===== src/rtl/v810_intc_pkg.sv =====
// v810_intc_pkg: shared register indices and types for the V810 interrupt controller.
// Imported by v810_intc and v810_intc_prio.
package v810_intc_pkg;

  localparam logic [2:0] INTC_PEND  = 3'd0;
  localparam logic [2:0] INTC_MASK  = 3'd1;
  localparam logic [2:0] INTC_MODE  = 3'd2;
  localparam logic [2:0] INTC_STAT  = 3'd3;
  localparam logic [2:0] INTC_PRIO0 = 3'd4;

  typedef logic [3:0] level_t;
  typedef logic [4:0] src_idx_t;

endpackage


===== src/rtl/v810_intc_prio.sv =====
// v810_intc_prio: picks the highest-priority active source.
// Ties resolve to the lowest source index.
module v810_intc_prio
  import v810_intc_pkg::*;
#(
  parameter int NUM_SRC = 16
) (
  input  logic [NUM_SRC-1:0] active,
  input  level_t [NUM_SRC-1:0] prio,
  output logic               valid,
  output level_t             level,
  output src_idx_t           index
);

  // strict compare keeps the earlier (lower) index on equal levels
  always_comb begin
    valid = 1'b0;
    level = '0;
    index = '0;
    for (int i = 0; i < NUM_SRC; i++) begin
      if (active[i] && (!valid || prio[i] > level)) begin
        valid = 1'b1;
        level = prio[i];
        index = src_idx_t'(i);
      end
    end
  end

endmodule


===== src/rtl/v810_intc.sv =====
// v810_intc: interrupt controller driving V810 INT/INTVn/NMIn.
// Define V810_INTC_SYNC_EN to add 2-flop input synchronizers.
module v810_intc
  import v810_intc_pkg::*;
#(
  parameter int                  NUM_SRC   = 16,
  parameter int                  NMI_PULSE = 2,
  parameter logic [NUM_SRC-1:0]  RST_MODE  = '1
) (
  input  logic               CLK,
  input  logic               RESn,
  input  logic               CE,
  input  logic               SEL,
  input  logic               WR,
  input  logic [2:0]         ADDR,
  input  logic [31:0]        DI,
  output logic [31:0]        DO,
  input  logic [NUM_SRC-1:0] IRQ,
  input  logic               NMI_REQ,
  output logic               INT,
  output logic [3:0]         INTVn,
  output logic               NMIn
);

  logic [NUM_SRC-1:0] irq_s;
  logic               nmi_s;

`ifdef V810_INTC_SYNC_EN
  logic [NUM_SRC-1:0] irq_m;
  logic               nmi_m;

  // free-running synchronizers, deliberately not CE-gated
  always_ff @(posedge CLK or negedge RESn) begin
    if (!RESn) begin
      irq_m <= '0;
      irq_s <= '0;
      nmi_m <= 1'b0;
      nmi_s <= 1'b0;
    end else begin
      irq_m <= IRQ;
      irq_s <= irq_m;
      nmi_m <= NMI_REQ;
      nmi_s <= nmi_m;
    end
  end
`else
  assign irq_s = IRQ;
  assign nmi_s = NMI_REQ;
`endif

  logic [NUM_SRC-1:0] pend;
  logic [NUM_SRC-1:0] pend_nxt;
  logic [NUM_SRC-1:0] mask;
  logic [NUM_SRC-1:0] mode;
  logic [NUM_SRC-1:0] irq_q;
  level_t [NUM_SRC-1:0] prio_q;
  src_idx_t           idx_q;
  logic               nmi_q;
  logic [3:0]         nmi_cnt;
  logic [31:0]        rdata;

  logic wr_en;
  logic rd_en;
  logic is_pend;
  logic is_mask;
  logic is_mode;
  logic is_stat;
  logic is_prio;

  assign wr_en   = CE & SEL & WR;
  assign rd_en   = CE & SEL & ~WR;
  assign is_pend = ADDR == INTC_PEND;
  assign is_mask = ADDR == INTC_MASK;
  assign is_mode = ADDR == INTC_MODE;
  assign is_stat = ADDR == INTC_STAT;
  assign is_prio = ADDR >= INTC_PRIO0;

  logic               win_vld;
  level_t             win_lvl;
  src_idx_t           win_idx;

  v810_intc_prio #(
    .NUM_SRC(NUM_SRC)
  ) u_prio (
    .active(pend & mask),
    .prio  (prio_q),
    .valid (win_vld),
    .level (win_lvl),
    .index (win_idx)
  );

  // next pending: edge bits latch (set beats W1C), level bits mirror IRQ
  always_comb begin
    logic [NUM_SRC-1:0] set;
    logic [NUM_SRC-1:0] clr;
    logic [NUM_SRC-1:0] drop;
    set  = irq_s & ~irq_q;
    clr  = (wr_en && is_pend) ? DI[NUM_SRC-1:0] : '0;
    drop = (wr_en && is_mode) ? (mode & ~DI[NUM_SRC-1:0]) : '0;
    pend_nxt = (mode & ((pend & ~clr & ~drop) | set))
             | (~mode & irq_s);
  end

  // pending, edge history and software-visible config
  always_ff @(posedge CLK or negedge RESn) begin
    if (!RESn) begin
      pend  <= '0;
      irq_q <= '0;
      mask  <= '0;
      mode  <= RST_MODE;
      for (int i = 0; i < NUM_SRC; i++)
        prio_q[i] <= level_t'(i % 16);
    end else if (CE) begin
      pend  <= pend_nxt;
      irq_q <= irq_s;
      if (wr_en && is_mask) mask <= DI[NUM_SRC-1:0];
      if (wr_en && is_mode) mode <= DI[NUM_SRC-1:0];
      for (int i = 0; i < NUM_SRC; i++)
        if (wr_en && is_prio && ADDR[1:0] == 2'(i / 8))
          prio_q[i] <= DI[4*(i%8)+:4];
    end
  end

  // registered CPU-facing interrupt outputs
  always_ff @(posedge CLK or negedge RESn) begin
    if (!RESn) begin
      INT   <= 1'b0;
      INTVn <= 4'hF;
      idx_q <= '0;
    end else if (CE) begin
      INT   <= win_vld;
      INTVn <= win_vld ? ~win_lvl : 4'hF;
      idx_q <= win_vld ? win_idx : '0;
    end
  end

  // register read mux
  always_comb begin
    rdata = '0;
    unique case (1'b1)
      is_pend: rdata = 32'(pend);
      is_mask: rdata = 32'(mask);
      is_mode: rdata = 32'(mode);
      is_stat: rdata = {INT, 11'b0, ~INTVn, 11'b0, idx_q};
      is_prio: begin
        for (int i = 0; i < NUM_SRC; i++)
          if (ADDR[1:0] == 2'(i / 8))
            rdata[4*(i%8)+:4] = prio_q[i];
      end
      default: rdata = '0;
    endcase
  end

  // read data holds until the next read strobe
  always_ff @(posedge CLK or negedge RESn) begin
    if (!RESn) DO <= '0;
    else if (rd_en) DO <= rdata;
  end

  // NMI pulse stretcher; edges during a pulse are dropped
  always_ff @(posedge CLK or negedge RESn) begin
    if (!RESn) begin
      nmi_q   <= 1'b0;
      nmi_cnt <= '0;
    end else if (CE) begin
      nmi_q <= nmi_s;
      if (nmi_cnt != 4'd0)
        nmi_cnt <= nmi_cnt - 4'd1;
      else if (nmi_s && !nmi_q)
        nmi_cnt <= 4'(NMI_PULSE);
    end
  end

  assign NMIn = (nmi_cnt == 4'd0);

endmodule


===== config.mk =====
export PLATFORM = sky130hd
export DESIGN_NAME = v810_intc
export DESIGN_NICKNAME = d
export VERILOG_FILES = /design/src/rtl/v810_intc_pkg.sv /design/src/rtl/v810_intc_prio.sv /design/src/rtl/v810_intc.sv
export SDC_FILE = /design/constraint.sdc
export NUM_CORES = 1
export LEC_CHECK = 0
export BUFFER_PORTS_ARGS = -buffer_cell sky130_fd_sc_hd__buf_2
export CORE_MARGIN = 5
export CORE_UTILIZATION = 45
export CTS_CLUSTER_DIAMETER = 200
export DETAILED_ROUTE_END_ITERATION = 16
export HOLD_SLACK_MARGIN = 0.05
export PLACE_DENSITY = 0.71
export SYNTH_ARGS = -nofsm -noshare
export SYNTH_HDL_FRONTEND = slang
export SYNTH_SLANG_ARGS = --single-unit

===== constraint.sdc =====
create_clock -name CLK -period 26.4 [get_ports CLK]
set_clock_uncertainty 0.15 [all_clocks]
set_input_delay 6.6 -clock CLK [delete_from_list [all_inputs] [get_ports CLK]]
set_output_delay 6.6 -clock CLK [all_outputs]
set_load 0.1 [all_outputs]

* Yosys cells after proc, flatten, opt, wreduce, memory -nomap -nowiden
Cells that the tools add are included. Widths: inputs -> output; s select.
Cells by class: mux-type cells 70, $add $sub $neg 1, reduce and logical (&&, ||, !) cells 63, eq/ne operators 4, $lt $le $gt $ge 16, bitwise logic cells 20
Operator list (number):
- $mux 4 | 43
- $pmux 32 s5 | 1
- $and 16x16->16 | 7
- $not 16->16 | 5
- $gt 4x4->1 | 15
- $mux 16 | 2
- $or 16x16->16 | 2
- $logic_and 1x1->1 | 22
- $mux 1 | 17
- $logic_not 1->1 | 16
- $logic_or 1x1->1 | 15
- $mux 3 | 4
- $reduce_and 2->1 | 5
- $not 4->4 | 2
- $eq 3x2->1 const B | 2
- $mux 5 | 1
- $logic_not 4->1 | 1
- $mux 2 | 2
- $reduce_bool 4->1 | 1
- $sub 4x1->4 const B | 1
- $and 1x1->1 | 3
- $eq 3x1->1 const B | 1
- $ge 3x3->1 const B | 1
- $logic_not 3->1 | 1
- 4 further kinds | 4
Word-level totals: logic and storage cells 200, input bits 57, register bits after elaboration 175, output and inout bits 38

* Logic depth before layout (Yosys ltp)
Gate-level depths: netlist of the first run.
word-level depth 64, gate-level depth with buffers 139, gate-level depth less buffers 134

* By module
Synthesis of the first run repeated with hierarchy kept, for this count alone.
Unflattened totals: cells, all modules 1143, area total of the unflattened synthesis 11453.5 um^2
Modules (own cells, without submodules):
- v810_intc | area an instance 8257.9 um^2, seq. area each 4444.3 um^2, cells each 685, instances 1
- v810_intc_prio | area an instance 3195.6 um^2, seq. area each 0.0 um^2, cells each 458, instances 1

* Worst setup path before layout of the first run
No wires, ideal clock.
kind register to register, start point reg pend[0], end point reg INTVn[2], buffers on the path 5, cell stages (with the launch flop) 133, required time 26.164 ns, arrival 22.231 ns, path slack 3.933 ns, library setup time 0.086 ns, cell sequence dfrtp_1 buf_2 nand3_1 ha_1 nor2b_1 o211ai_1 a21oi_1 mux2i_1 inv_1 ha_1 nor2b_1 o211ai_1 a31oi_2 nand2b_1 o21ai_0 ha_1 and3b_1 a2111oi_2 [97 not listed] a41o_1 nand2_1 nand3_1 clkbuf_1 inv_1 nor3_1 a221oi_2 o21ai_1 ha_1 nor2b_1 o21ai_0 nand2b_1 a21oi_1 a41o_1 a21oi_1 nor2b_1 a21oi_1 o41a_1
On the way: word-level cells in the longest chain between the ends 64
Ends and longest elaborated chain:
- start: declaration | RTL line v810_intc.sv:51 | logic [NUM_SRC-1:0] pend;
- start signal: assignment | RTL line v810_intc.sv:114 | pend <= pend_nxt;
- $and 16x16->16 (*) | RTL line v810_intc.sv:85 | .active(pend & mask),
- $mux 4 or $mux 1 (tied branches) | RTL line v810_intc_prio.sv:21 | if (active[i] && (!valid || prio[i] > level)) begin
- $gt 4x4->1 or $logic_not 1->1 (tied branches) | RTL line v810_intc_prio.sv:21
- $logic_or 1x1->1 | RTL line v810_intc_prio.sv:21
- $logic_and 1x1->1 | RTL line v810_intc_prio.sv:21
- $mux 4 or $mux 1 (tied branches) | RTL line v810_intc_prio.sv:21
- $gt 4x4->1 or $logic_not 1->1 (tied branches) | RTL line v810_intc_prio.sv:21
- $logic_or 1x1->1 | RTL line v810_intc_prio.sv:21
- [48 not listed]
- $logic_and 1x1->1 | RTL line v810_intc_prio.sv:21
- $mux 4 or $mux 1 (tied branches) | RTL line v810_intc_prio.sv:21
- $gt 4x4->1 or $logic_not 1->1 (tied branches) | RTL line v810_intc_prio.sv:21
- $logic_or 1x1->1 | RTL line v810_intc_prio.sv:21
- $logic_and 1x1->1 | RTL line v810_intc_prio.sv:21
- $mux 4 | RTL line v810_intc_prio.sv:21
- $not 4->4 | RTL line v810_intc.sv:132 | INTVn <= win_vld ? ~win_lvl : 4'hF;
- $mux 4 (*) | RTL line v810_intc.sv:132
- end signal: assignment | RTL line v810_intc.sv:132
- end: declaration | RTL line v810_intc.sv:21 | output logic [3:0] INTVn,
Mark *: on every way between the ends. The rest lies on a longest branch, timed or not. A chain may end at the register's enable or synchronous reset.

* Worst setup path in the final report of the first run
start point reg pend[0], end point reg INTVn[0]
Same word-level chain as after synthesis.

==> results of run 1 <==
## metrics by stage
stage / utilization (%) / worst slack, ns / hold WS, ns / std cells / total power, W
2_1_floorplan: - / 3.93 / 0.314 / 1059 / 0.000894
3_3_place_gp: 48.6 / 1.20 / 0.308 / 1443 / 0.00102
3_5_place_dp: 48.6 / 0.423 / 0.312 / 1443 / 0.00104
4_1_cts: 51.1 / 0.314 / 0.326 / 1475 / 0.00131
5_1_grt: 51.5 / 0.0262 / 0.340 / 1478 / 0.00141
6_report: 51.5 / 1.87 / 0.322 / 1478 / 0.00132
## metal layers
metal | vias to the layer above | wire length, µm
met5 | - | 0
li1 | 4088 | -
met2 | 268 | 14200
met1 | 4274 | 12600
met3 | 35 | 1610
met4 | 0 | 545
## power groups by stage
stage          clock network [W]  logic [W]  registers, W
2_1_floorplan                  0   0.000454      0.000440
3_3_place_gp                   0   0.000630      0.000393
3_5_place_dp                   0   0.000645      0.000395
4_1_cts                 0.000270   0.000649      0.000391
5_1_grt                 0.000281   0.000730      0.000400
6_report                0.000266   0.000665      0.000393
## kinds of logic (layout without fill, tap and decap cells)
logic type	after synthesis	in the layout	share of synthesized area, %
compound gates	259	259	17.7
fa+ha+maj	54	54	6.19
buf+inv	108	203	3.89
flops	174	174	40.5
mux	170	170	19.1
simple gates	294	294	12.6
## final timing paths
path                                  to  slack (ns)  cells after the start
worst max-delay path            INTVn[0]        1.87                    125
worst min-delay path              DO[28]        0.32                      2
worst max register to register  INTVn[0]        1.87                    125
worst min register to register    DO[28]        0.32                      2
max in group asynchronous        mask[0]       18.47                      2
min in group asynchronous          nmi_q        6.11                      1
## area by class of cell
class / instances / area share, %
well taps: 324 / 3.26
repair buffers: 108 / 4.69
clock inverters: 12 / 1.27
multi-input cells: 777 / 49.6
inverters: 63 / 1.90
clock buffers: 20 / 3.68
flip-flops and latches: 174 / 35.6
## sequential cells by signal (all words and copies together) (netlist names)
signal / cells
nmi_cnt: 4
mask: 16
prio_q: 64
idx_q: 4
INTVn: 4
INT: 1
irq_q: 16
nmi_q: 1
pend: 16
mode: 16
DO: 32
## worst reg2reg max path: cells and delay by family (launching register included)
kind	cells	cell delay [ns]
and+or+nand+nor	34	4.81
AOI/OAI and AO/OA	56	10.49
adders and majority gates	15	3.99
DFF	1	0.46
buffers and inverters	9	0.68
muxes	11	3.85
## timing repair
action                     in CTS  in global routing
setup endpoints to repair       0                  8
hold endpoints to repair        0                  0
resized for setup               0                 18
buffers inserted                0                  3
## layout by cell type, fill, tap and decap left out, types with 10 or more instances in the layout
cell type,instances
sky130_fd_sc_hd__mux2i_1,27
sky130_fd_sc_hd__clkbuf_16,17
sky130_fd_sc_hd__nor2_1,40
sky130_fd_sc_hd__a21oi_1,25
sky130_fd_sc_hd__dfrtp_1,120
sky130_fd_sc_hd__mux2_2,120
sky130_fd_sc_hd__nand2b_1,10
sky130_fd_sc_hd__a22oi_1,15
sky130_fd_sc_hd__dfstp_2,52
sky130_fd_sc_hd__and2_1,10
sky130_fd_sc_hd__inv_1,62
sky130_fd_sc_hd__mux4_2,12
sky130_fd_sc_hd__buf_4,14
sky130_fd_sc_hd__buf_2,93
sky130_fd_sc_hd__a32o_1,18
sky130_fd_sc_hd__nand2_1,149
sky130_fd_sc_hd__o211ai_1,25
sky130_fd_sc_hd__a31oi_1,12
sky130_fd_sc_hd__nand3_1,17
sky130_fd_sc_hd__o21ai_0,57
sky130_fd_sc_hd__nor2b_1,19
sky130_fd_sc_hd__ha_1,54
sky130_fd_sc_hd__o31ai_1,13
==> impl_metrics.tcl, run 1 <==
set metrics [dict create \
    yosysWarnings 0 \
    fin_tns_setup_ns 0 \
    vias_per_cell 5.86 \
    clk_root_buffer_cell "sky130_fd_sc_hd__clkbuf_16" \
    worstHoldPathType "flop to flop" \
    critical_path.reg2reg.startpoint "pend[0]" \
    final_net_count 1252 \
    post_synth_main_area_contributors "sky130_fd_sc_hd__dfrtp_1, sky130_fd_sc_hd__dfstp_2, sky130_fd_sc_hd__mux2_2" \
    via_count_of_the_first_global_routing_pass 8656 \
    timing_max_transition_violations_final 0 \
    place.port_buffers 94 \
    final-hold-violation-count 0 \
    clkLatencyLatePin_ns 0.44 \
    drtIter0Drc 663 \
    outcome "complete, no violations" \
    synth_most_common_cell "sky130_fd_sc_hd__nand2_1" \
    worst_path_largest_cell_delay_ns 0.46 \
    numCtsBuffers 17 \
    count_of_antenna_diodes_in_the_layout 0 \
    comb_pwr_share_pct 50.2 \
    cts_hold_buf 0 \
    synthArstFlopShare_pct 100 \
    syn_area_per_cell_um2 10.3 \
    die_area_mm2 0.0275 \
    global_routing_met2_resource_utilization_pct 35.3 \
    worstPathBufferInverterCount 9 \
    drtAntennaViolNets 0 \
    instance_count_of_the_mapped_netlist 1059 \
    synth_top_cell_area_share_pct 28.0 \
    grt_overflow 0 \
    globalRouteTotalUtil_pct 21.0 \
    crit_path_start_kind "flop" \
    grt_setup_unrepaired "no" \
    setup_viol 0 \
    worst-endpoint-required_ns 26.60 \
    relSlewSlack_pct 29.3 \
    crit_path_frequent_cell "sky130_fd_sc_hd__ha_1" \
    wire_per_inst_um 19.6 \
    syn-cell-area_mm2 0.0109 \
    postSynthNetCount 1170 \
    timing.setup.critical_path_class "flop to flop" \
    top_ports 95 \
    final_period_minus_worst_setup_slack_ns 24.53 \
    drcViolationCount 0 \
    crit_path_start "pend[0]" \
    clkPwrFrac_pct 20.1 \
    synth_enable_flop_cells 0 \
    cts-root-to-sink-buffers 2 \
    p_leak_nw 5.41 \
    synthesis_stage_register_bit_count 174 \
    critPathMaxFanout 12 \
    chipWidth_um 166 \
    power_density_mw_per_mm2 107 \
    timing.critical_path.to_type "flop" \
    highest_delay_cell_along_the_critical_path "sky130_fd_sc_hd__dfrtp_2" \
    pin_slew_with_the_least_headroom_to_its_limit_ns 1.06 \
    synth.top_cells.by_count "sky130_fd_sc_hd__nand2_1, sky130_fd_sc_hd__dfrtp_1, sky130_fd_sc_hd__mux2_2, sky130_fd_sc_hd__inv_1, sky130_fd_sc_hd__o21ai_0" \
    ys.flop_type "sky130_fd_sc_hd__dfrtp_1" \
    largest_net_degree_at_the_start_of_global_routing 99 \
    cts_tree "yes" \
    worst_path_dominant_cell_family "compound AO/OA/AOI/OAI gates" \
    fp.coreArea_mm2 0.0241 \
    distinct_cell_type_count_after_synthesis 85 \
    cts.sink_count 174 \
    rows 57 \
    global_route.peak_usage_layer "met2" \
    fillCellCount 2208 \
    first_pass_grt_wire_length_um 46800 \
    place.gp.congestion 0.992 \
    dpl_cell_area_mm2 0.0117 \
    routed_via_count 8665 \
    place.detailed.hpwl_um 21100 \
    clk_pin_slew_ns 0.06 \
    fmax_mhz 40.8 \
    synth.largest_area_cell "sky130_fd_sc_hd__dfrtp_1" \
    drv_cap 0 \
    drive_gt1_share_pct 32.5 \
    hp-start "DO[28]" \
    initial_core_util_pct 45.3 \
    wirelength_um 28900 \
    area_growth_pct 13.8 \
    irDropWorstVdd_uv 54.6 \
    power.switching_fraction_pct 42.6 \
    final_area_mm2 0.0124 \
    met3_global_route_usage_pct 3.91 \
    firstDrtPassIters 5 \
    multi_input_gate_area_mm2 0.00616 \
    antenna_found_initial 0 \
    global_route.usage.met1_pct 27.8 \
    int_power_w 0.000760 \
    clock_tree.htree_level_count 4 \
    seq_area_mm2 0.00442 \
    power_frac_seq_pct 29.7 \
    p_switching_w 0.000564 \
    tcrit_tclk_final_pct 92.9 \
    worstPathArrival_ns 24.72 \
    synth_seq_area_share_pct 40.5 \
    die_h_um 166 \
]
Power figures use the tool's default switching activity.
==> run 2: changes to the inputs <==
--- a/config.mk
+++ b/config.mk
@@ -6,6 +6,7 @@
 export NUM_CORES = 1
 export LEC_CHECK = 0
 export BUFFER_PORTS_ARGS = -buffer_cell sky130_fd_sc_hd__buf_2
+export CORE_ASPECT_RATIO = 0.5
 export CORE_MARGIN = 5
 export CORE_UTILIZATION = 45
 export CTS_CLUSTER_DIAMETER = 200
==> impl_metrics.tcl, run 2 (synthesis gave the netlist of run 1 again) <==
set metrics [dict create \
    outcome "complete, no violations" \
    final_net_count 1255 \
    mostFrequentLayoutCell "sky130_fd_sc_hd__nand2_1" \
    worstHoldPathType "flop to flop" \
    reg2reg_depth 128 \
    place.port_buffers 94 \
    via_count_of_the_first_global_routing_pass 8641 \
    highest_delay_cell_along_the_critical_path "sky130_fd_sc_hd__dfrtp_1" \
    dpl_cell_area_mm2 0.0117 \
    crit_path_start_kind "flop" \
    wirelength_um 30700 \
    top_ports 95 \
    r2r_slack_ns 1.95 \
    initial_core_util_pct 45.6 \
    first_pass_grt_wire_length_um 48400 \
    clkLatencyLatePin_ns 0.44 \
    antenna_found_initial 0 \
    die_area_mm2 0.0277 \
    place.gp.congestion 0.945 \
    critical_path.reg2reg.startpoint "mask[0]" \
    registers.top_by_ff_count "prio_q" \
    globalRouteTotalUtil_pct 22.2 \
    setup_viol 0 \
    clock_tree.htree_level_count 4 \
    drtAntennaViolNets 0 \
    grt_overflow 0 \
    cts_tree "yes" \
    fmax_mhz 40.9 \
    flip_flop_count_of_the_largest_register_all_copies_and_words_added 64 \
    place.detailed.hpwl_um 22900 \
    drtIter0Drc 703 \
    wire_per_inst_um 20.9 \
    worst_path_largest_cell_delay_ns 0.51 \
    chipWidth_um 230 \
    firstDrtPassIters 6 \
    drcViolationCount 0 \
    critPathMaxFanout 12 \
    fin_tns_setup_ns 0 \
    drive_gt1_share_pct 32.6 \
    power_w 0.00131 \
    relSlewSlack_pct 32.9 \
    layout.cells.most_common_list "sky130_fd_sc_hd__nand2_1, sky130_fd_sc_hd__dfrtp_1, sky130_fd_sc_hd__mux2_2" \
    vias_per_cell 5.98 \
    drv_cap 0 \
    pin_slew_with_the_least_headroom_to_its_limit_ns 1.01 \
    cts-root-to-sink-buffers 2 \
    cts.sink_count 174 \
    irDropWorstVdd_uv 50.8 \
    power_density_mw_per_mm2 106 \
    tcrit_tclk_final_pct 92.6 \
    routed_via_count 8794 \
    worst-endpoint-required_ns 26.60 \
    final_core_utilization_pct 51.7 \
    largest_registers_ranked_by_flip_flop_count "prio_q: 64 flops, DO: 32 flops" \
    worstPathArrival_ns 24.65 \
    numCtsBuffers 17 \
    final-hold-violation-count 0 \
    area_growth_pct 13.3 \
    largest_net_degree_at_the_start_of_global_routing 110 \
    timing.setup.critical_path_class "flop to flop" \
    crit_path_frequent_cell "sky130_fd_sc_hd__ha_1" \
    final_area_mm2 0.0124 \
    final_period_minus_worst_setup_slack_ns 24.45 \
    count_of_antenna_diodes_in_the_layout 0 \
    die_h_um 120 \
    fp.coreArea_mm2 0.0239 \
    crit_path_capture "INTVn[2]" \
    timing.rr.end "INTVn[2]" \
    clk_pin_slew_ns 0.07 \
    seq_area_mm2 0.00442 \
    multi_input_gate_area_mm2 0.00616 \
    crit_path_start "mask[0]" \
    fillCellCount 2179 \
    timing.critical_path.to_type "flop" \
    clk_root_buffer_cell "sky130_fd_sc_hd__clkbuf_16" \
    timing_max_transition_violations_final 0 \
    rows 40 \
    p_leak_nw 5.40 \
]
## run 2: how the worst min path moves through the flow
stage,slack [ns],start,cells after the start,endpoint
CTS,0.33,DO[24],2,DO[24]
global placement,0.31,DO[15],2,DO[15]
floorplan,0.31,nmi_cnt[1],2,nmi_cnt[1]
detailed placement,0.31,DO[24],2,DO[24]
finish,0.33,DO[22],2,DO[22]
global route,0.35,DO[26],2,DO[26]
## run 2: cell type report
class	count	share of cell area (%)
inverter	63	1.91
multi-input combinational	777	49.8
tap	315	3.19
clock buffer	21	3.81
clock inverter	10	0.648
timing repair buffer	111	4.89
sequential	174	35.8
## run 2: stage by stage
step	cells	setup WS, ns	hold slack, ns
final	1471	1.95	0.327
after global routing	1471	-0.0343	0.351
after CTS	1464	0.0544	0.329
after detailed placement	1433	-0.0364	0.314
after global placement	1433	0.939	0.308
after floorplan	1059	3.93	0.314
## run 2: worst max-delay path: cells and delay by family (launching register included)
kind | cells | cell delay (ns)
AO/OA/AOI/OAI | 52 | 9.37
adder cells (fa/ha/maj) | 15 | 3.99
buffers and inverters | 11 | 0.91
flip-flops | 1 | 0.51
multiplexers | 11 | 3.86
AND/OR/NAND/NOR | 39 | 5.55
## run 2: power by group
part	internal, W	switching, W	total [W]
sequential	0.000331	0.0000640	0.000395
clock	0.000129	0.000111	0.000239
combinational	0.000276	0.000400	0.000676
## run 2: timing repair
item,4_1_cts,5_1_grt
setup endpoints to repair,1,8
resized for setup,1,17
setup buffers,0,7
cloned,0,0
pin swaps,0,4
hold buffers,0,0
## run 2: metal layers
layer	global-route usage (%)	vias to the layer above	wire length [µm]	part of all wire [%]
met4	5.30	0	415	1.4
met3	4.96	31	2360	7.7
met1	32.2	4397	14300	46
met2	34.2	279	13700	45
met5	0	-	0	0
li1	-	4087	-	-
